**src/rtl/regfile_pkg.sv**
```systemverilog
// Shared definitions for the scoreboarded register file: address width,
// default write-protection mask and packed-port slice helpers.
package regfile_pkg;

  // r14 and r15 are write-protected unless the instance overrides the mask.
  localparam logic [15:0] DEFAULT_PROT_MASK = 16'hC000;

  // Address width for a register count; a single register still needs one bit.
  function automatic int addr_w(input int n);
    return (n <= 1) ? 1 : $clog2(n);
  endfunction

  // Low bit of read port p inside the packed rd_addr bus.
  function automatic int rd_addr_lsb(input int p, input int aw);
    return p * aw;
  endfunction

  // Low bit of read port p inside the packed rd_data bus.
  function automatic int rd_data_lsb(input int p, input int dw);
    return p * dw;
  endfunction

endpackage

```
**src/rtl/regfile_scoreboard.sv**
```systemverilog
// Busy-bit scoreboard: tracks which registers have an outstanding claim
// from decode and resolves claim/clear priority when they collide.
module regfile_scoreboard
  import regfile_pkg::*;
#(
  parameter  int NUM_REGS = 16,
  localparam int AW       = addr_w(NUM_REGS)
) (
  input  logic                clk,
  input  logic                reset,
  input  logic                claim_en,
  input  logic [AW-1:0]       claim_addr,
  input  logic                wr_en,
  input  logic [AW-1:0]       wr_addr,
  input  logic [NUM_REGS-1:0] prot_mask,
  output logic                claim_ok,
  output logic                wr_valid,
  output logic [NUM_REGS-1:0] busy_vec
);

  logic [NUM_REGS-1:0] r_busy;
  logic [NUM_REGS-1:0] w_busy_nxt;
  logic                w_wr_same;

  // Grant and next-scoreboard: a writeback to the claimed register frees it
  // in the same cycle, and the claim is applied after the clear so it wins.
  always_comb begin
    wr_valid   = wr_en && !prot_mask[wr_addr];
    w_wr_same  = wr_valid && (wr_addr == claim_addr);
    claim_ok   = claim_en && !prot_mask[claim_addr] &&
                 (!r_busy[claim_addr] || w_wr_same);
    w_busy_nxt = r_busy;
    if (wr_valid) begin
      w_busy_nxt[wr_addr] = 1'b0;
    end
    if (claim_ok) begin
      w_busy_nxt[claim_addr] = 1'b1;
    end
  end

  // Scoreboard register; reset drops every outstanding claim at once.
  always_ff @(posedge clk or negedge reset) begin
    if (!reset) begin
      r_busy <= '0;
    end else begin
      r_busy <= w_busy_nxt;
    end
  end

  assign busy_vec = r_busy;

endmodule

```
**src/rtl/regfile_scoreboarded.sv**
```systemverilog
// Multi-read-port register file with write scoreboard, optional same-cycle
// write bypass, per-register write protection and a registered debug port.
//
// Handshake: decode presents claim_en/claim_addr and the claim is taken at
// the rising edge only in a cycle where claim_ok is high; otherwise decode
// holds and retries. Writeback (wr_en) has no back-pressure and is always
// accepted; writes to protected registers are dropped and flagged on wr_err.
module regfile_scoreboarded
  import regfile_pkg::*;
#(
  parameter  int                  DATA_W    = 32,
  parameter  int                  NUM_REGS  = 16,
  parameter  int                  NUM_RD    = 2,
  parameter  logic [NUM_REGS-1:0] PROT_MASK = NUM_REGS'(DEFAULT_PROT_MASK),
  parameter  int                  BYPASS    = 1,
  localparam int                  AW        = addr_w(NUM_REGS)
) (
  input  logic                     clk,
  input  logic                     reset,
  input  logic [NUM_RD*AW-1:0]     rd_addr,
  output logic [NUM_RD*DATA_W-1:0] rd_data,
  output logic [NUM_RD-1:0]        rd_busy,
  input  logic                     wr_en,
  input  logic [AW-1:0]            wr_addr,
  input  logic [DATA_W-1:0]        wr_data,
  input  logic                     claim_en,
  input  logic [AW-1:0]            claim_addr,
  output logic                     claim_ok,
  input  logic [AW-1:0]            dbg_addr,
  output logic [DATA_W-1:0]        dbg_data,
  output logic [NUM_REGS-1:0]      busy_vec,
  output logic                     wr_err
);

  logic [DATA_W-1:0] r_mem [NUM_REGS];
  logic [DATA_W-1:0] r_dbg_data;
  logic              r_wr_err;
  logic              w_wr_valid;

  regfile_scoreboard #(
    .NUM_REGS (NUM_REGS)
  ) u_scoreboard (
    .clk        (clk),
    .reset      (reset),
    .claim_en   (claim_en),
    .claim_addr (claim_addr),
    .wr_en      (wr_en),
    .wr_addr    (wr_addr),
    .prot_mask  (PROT_MASK),
    .claim_ok   (claim_ok),
    .wr_valid   (w_wr_valid),
    .busy_vec   (busy_vec)
  );

  // Register storage; protected registers are never written, so they keep
  // their reset value of zero.
  always_ff @(posedge clk or negedge reset) begin
    if (!reset) begin
      for (int i = 0; i < NUM_REGS; i++) begin
        r_mem[i] <= '0;
      end
    end else if (w_wr_valid) begin
      r_mem[wr_addr] <= wr_data;
    end
  end

  // Debug port samples the stored (pre-edge) value, so a write lands on
  // dbg_data one edge after it lands in storage.
  always_ff @(posedge clk or negedge reset) begin
    if (!reset) begin
      r_dbg_data <= '0;
    end else begin
      r_dbg_data <= r_mem[dbg_addr];
    end
  end

  // One-cycle flag per dropped write; consecutive bad writes hold it high.
  always_ff @(posedge clk or negedge reset) begin
    if (!reset) begin
      r_wr_err <= 1'b0;
    end else begin
      r_wr_err <= wr_en && PROT_MASK[wr_addr];
    end
  end

  assign dbg_data = r_dbg_data;
  assign wr_err   = r_wr_err;

  // Read ports: a hit on an accepted writeback forwards wr_data and reports
  // not-busy unless a same-cycle granted claim re-marks that register.
  // rd_data depends only on rd_addr, wr_* and storage, never on claim_en.
  for (genvar p = 0; p < NUM_RD; p++) begin : g_rd
    logic [AW-1:0] w_addr;
    logic          w_hit;

    assign w_addr = rd_addr[rd_addr_lsb(p, AW) +: AW];
    assign w_hit  = (BYPASS != 0) && w_wr_valid && (wr_addr == w_addr);

    assign rd_data[rd_data_lsb(p, DATA_W) +: DATA_W] =
      w_hit ? wr_data : r_mem[w_addr];
    assign rd_busy[p] =
      w_hit ? (claim_ok && (claim_addr == w_addr)) : busy_vec[w_addr];
  end

endmodule
```
**config.mk**
```make
export PLATFORM = sky130hd
export DESIGN_NAME = regfile_scoreboarded
export DESIGN_NICKNAME = d
export VERILOG_FILES = /design/src/rtl/regfile_pkg.sv /design/src/rtl/regfile_scoreboard.sv /design/src/rtl/regfile_scoreboarded.sv
export SDC_FILE = /design/constraint.sdc
export NUM_CORES = 1
export LEC_CHECK = 0
export BUFFER_PORTS_ARGS = -buffer_cell sky130_fd_sc_hd__buf_2
export CORE_ASPECT_RATIO = 1.25
export CORE_MARGIN = 5
export CORE_UTILIZATION = 30
export DETAILED_ROUTE_END_ITERATION = 10
export PLACE_DENSITY_LB_ADDON = 0.08
export SYNTH_ARGS = -nofsm -noshare
export SYNTH_HDL_FRONTEND = slang
export SYNTH_SLANG_ARGS = --single-unit
```
**constraint.sdc**
```tcl
create_clock -name clk -period 3.08 [get_ports clk]
set_clock_uncertainty 0.15 [all_clocks]
set_input_delay 0.462 -clock clk [delete_from_list [all_inputs] [get_ports clk]]
set_output_delay 0.462 -clock clk [all_outputs]
set_load 0.005 [all_outputs]
```
==> tab_implementation.tex <==
\begin{tabular}{lr}
\hline
Metric & Value \\
\hline
\multicolumn{2}{l}{\textbf{Global route}} \\
\quad Antenna violations before repair & 6 \\
\quad Number of global-route vias before repair & 22400 \\
\quad Maximum number of pins on one net before global-route repair & 63 \\
\quad Total global routing track utilization & 19.2\% \\
\quad GRT overflow & 0 \\
\quad Wire length of the first global-routing pass & 165 mm \\
\multicolumn{2}{l}{\textbf{Routing}} \\
\quad DRC violations left & 0 \\
\quad 1st-pass router iterations & 5 \\
\quad Vias/cell & roughly 5.5 \\
\quad Number of DRC markers after the initial detailed-route iteration & 1277 \\
\quad Routed wire length per instance & 31.0 µm \\
\quad Number of nets with antenna violations after routing & 0 \\
\quad Routed via count & 19900 \\
\quad Routed wire length & 111 mm \\
\multicolumn{2}{l}{\textbf{Critical path}} \\
\quad Startpoint Class & flip-flop \\
\quad CP top delay family & multiplexers \\
\quad Reg-to-Reg End & u\_scoreboard.busy\_vec[4]\$\_DFF\_PN0\_ \\
\quad Largest stage delay, worst path & 0.47 ns \\
\quad Worst EP required & 2.47 ns \\
\quad Most repeated library cell on the critical path & sky130\_fd\_sc\_hd\_\_mux4\_2 \\
\quad Category of the worst setup path capture point & output port \\
\quad FF-to-FF path depth & 6 \\
\quad Arrival @ worst endpoint & 2.50 ns \\
\quad Critical path fanouts, max & 5 \\
\quad FF-to-FF setup slack & 0.93 ns \\
\quad Crit path kind & reg2out \\
\quad Cell at the slowest stage of the critical path & sky130\_fd\_sc\_hd\_\_dfrtp\_2 \\
\quad Worst reg2reg startpoint & u\_scoreboard.busy\_vec[3]\$\_DFF\_PN0\_ \\
\quad CP Cell Sequence & mux4\_2 > mux4\_2 > nor2b\_4 > a31o\_1 > buf\_2 \\
\quad Buf/Inv on CP & 1 \\
\multicolumn{2}{l}{\textbf{Clocking}} \\
\quad Clock network latency to the later pin of the worst-skew pair & roughly 0.63 ns \\
\quad Depth of the CTS H-tree & 3 \\
\quad Clock root buffer master & sky130\_fd\_sc\_hd\_\_clkbuf\_16 \\
\quad Number of CTS-inserted buffers & 69 \\
\quad Register clock-pin slew on the reported worst setup and hold paths & 0.06 ns \\
\quad CTS tree & built \\
\quad Buffers from clock root to sink, at most & 3 \\
\quad Clock sink count & 561 \\
\multicolumn{2}{l}{\textbf{Synthesis}} \\
\quad Share of synthesized area occupied by flip-flops and latches & a little over two fifths \\
\quad Synthesis Warnings & 0 \\
\quad Area share of the largest cell type after synthesis & a little over two fifths \\
\quad Biggest area contributors in the synthesized netlist & sky130\_fd\_sc\_hd\_\_dfrtp\_1 (43\%), sky130\_fd\_sc\_hd\_\_mux4\_2 (31\%), sky130\_fd\_sc\_hd\_\_mux2\_1 (15\%) \\
\quad Cell count after synthesis & 1934 \\
\quad Avg Inst Size Synth & 17.1 µm² \\
\quad Cell accounting for the most synthesized area & sky130\_fd\_sc\_hd\_\_dfrtp\_1 \\
\quad Synthesized net count & roughly 2000 \\
\quad Number of distinct library cell variants in the gate-level netlist after synthesis & 34 \\
\quad Area of the mapped netlist & about 33000 µm² \\
\quad Flip-flop and latch count after synthesis & 561 \\
\multicolumn{2}{l}{\textbf{Placement}} \\
\quad Placed Instances & $\sim$3400 \\
\quad Final GP Congestion & 0.764 \\
\quad Number of input and output port buffers inserted & 171 \\
\quad Post-detailed-placement half-perimeter wirelength & 67.9 mm \\
\quad Post-placement worst setup slack & -0.0161 ns \\
\quad Placed Area & 36500 µm² \\
\multicolumn{2}{l}{\textbf{Floorplanning}} \\
\quad Starting density of the core & 30.1\% \\
\quad Number of placement rows & roughly 140 \\
\quad DIE AREA & roughly 120000 µm² \\
\quad Top-level I/O count & 172 \\
\quad Die X-Extent & roughly 300 µm \\
\quad Vertical die dimension & 381 µm \\
\quad Core box area & around 110000 µm² \\
\multicolumn{2}{l}{\textbf{Layout}} \\
\quad Share of post-route cells with drive strength above 1 & 49.5\% \\
\quad Area growth from synthesis to layout & 19.3\% \\
\quad Number of non-filler instances in the completed layout & 3589 \\
\quad Nets & 2142 \\
\quad Most frequent cells in the layout & sky130\_fd\_sc\_hd\_\_dfrtp\_1 (554), sky130\_fd\_sc\_hd\_\_mux4\_2 (490), sky130\_fd\_sc\_hd\_\_mux2\_1 (435) \\
\quad Most frequent standard cell in the layout excluding fill and tap cells & sky130\_fd\_sc\_hd\_\_dfrtp\_1 \\
\quad Final Instance Area & 39300 µm² \\
\quad Final design utilization & 35.9\% \\
\multicolumn{2}{l}{\textbf{Pwr}} \\
\quad Worst-case vdd ir drop & 0.365 mV \\
\quad Total power after layout & 25.4 mW \\
\quad Standby leakage power & roughly 16 nW \\
\quad Pwr per Cell Area & around 640 nW/µm² \\
\multicolumn{2}{l}{\textbf{STA}} \\
\quad Fin Hold WS & between 0.1 and 0.15 ns \\
\quad Total negative slack & -0.0924 ns \\
\quad Final Worst Setup Slack & -0.0325 ns \\
\quad Min Clock Period, post-route & 3.11 ns \\
\quad Final setup vio count & 7 \\
\quad Final hold violation count & 0 \\
\quad Max frequency & 0.321 GHz \\
\quad Max-slew violation count & 0 \\
\quad Post-route clock period utilization & 101\% \\
\quad RSZ-0062 raised after global routing & true \\
\quad Least-Margin Pin Slew & 0.756 ns \\
\quad Max\_slew headroom & 49.4\% \\
\multicolumn{2}{l}{\textbf{Hold path}} \\
\quad Type of the most critical hold path & in2reg \\
\quad Min-Delay Endpoint & u\_scoreboard.busy\_vec[12]\$\_DFF\_PN0\_ \\
\quad Hold Path Origin & claim\_addr[2] \\
\quad Number of cells on the worst hold path & 2 \\
\multicolumn{2}{l}{\textbf{Outcome}} \\
\quad Run status & finished, violations left \\
\quad Violated checks & setup timing \\
\multicolumn{2}{l}{\textbf{Run}} \\
\quad Number of max-capacitance violations reported & 0 \\
\hline
\end{tabular}
power breakdown:
part / switching, mW / total (mW) / internal, mW / leakage (nW)
clock network: 3.35 / 8.28 / 4.93 / 1.14
logic: 2.40 / 6.68 / 4.28 / 8.01
registers: 1.46 / 10.4 / 8.94 / 7.00
Yosys cell counts, drive strengths merged:
| cell type | number |
|---|---|
| nor3 | 2 |
| nor3b | 1 |
| nor4 | 3 |
| inv | 6 |
| mux2i | 1 |
| a211oi | 1 |
| nand3 | 4 |
| nor2b | 11 |
| a31o | 2 |
| mux2 | 513 |
| nand3b | 2 |
| a32o | 12 |
| o2111ai | 1 |
| xor2 | 8 |
| buf | 95 |
| mux4 | 493 |
| o22ai | 1 |
| nand4 | 2 |
| dfrtp | 561 |
| and2 | 1 |
| a41o | 2 |
| clkbuf | 176 |
| nand2b | 7 |
| nand2 | 6 |
| and3 | 1 |
| nor2 | 12 |
| xnor2 | 10 |
cell families (layout without fill, tap and decap cells):
| family | count (synthesis) | count (layout) | synth area share (%) |
|---|---|---|---|
| buffers and inverters | 277 | 481 | 3.94 |
| multiplexers | 1007 | 1007 | 51.6 |
| AO/OA/AOI/OAI | 19 | 19 | 0.546 |
| flip-flops | 561 | 561 | 42.6 |
| AND/OR/NAND/NOR | 52 | 52 | 0.838 |
| other | 0 | 2 | 0 |
| XOR/XNOR | 18 | 18 | 0.478 |
routing by layer:
layer	track usage (%)	part of all wire [%]	up-vias
li1	-	-	8075
met1	26.6	45	11200
met2	31.7	49	490
met3	3.73	4.6	99
met4	3.86	1.5	4
met5	0	0.019	-
registers in the layout, indices dropped and copies added, names as in the netlist:
register / flops
dbg_data: 32
u_scoreboard.busy_vec: 16
wr_err: 1
r_mem: 512
how the worst max path moves through the flow:
stage                                        startpoint          end  cells past startpoint
floorplan                                    rd_addr[5]  rd_data[55]                      6
global placement                             rd_addr[0]  rd_data[24]                      7
detailed placement                           rd_addr[4]  rd_data[38]                      7
CTS                 u_scoreboard.busy_vec[11]$_DFF_PN0_   rd_busy[1]                      5
global route         u_scoreboard.busy_vec[3]$_DFF_PN0_   rd_busy[1]                      5
finish               u_scoreboard.busy_vec[3]$_DFF_PN0_   rd_busy[1]                      5
layout make-up:
cell class | instances | area [µm²]
antenna | 2 | 5.00
clock buffer | 103 | 2130
clock inverter | 20 | 153
fill | 10400 | 70300
inverter | 6 | 22.5
multi-input combinational | 1096 | 17800
sequential | 561 | 14000
tap | 1449 | 1810
timing repair buffer | 352 | 3400
timing repair:
action,4_1_cts,5_1_grt
endpoints found under the hold margin,42,0
buffers inserted,23,17
setup endpoints to repair,52,56
gates cloned,0,1
hold buffers,1,0
gates resized for setup,89,27
Note: power is estimated with default switching activity, not from simulation.
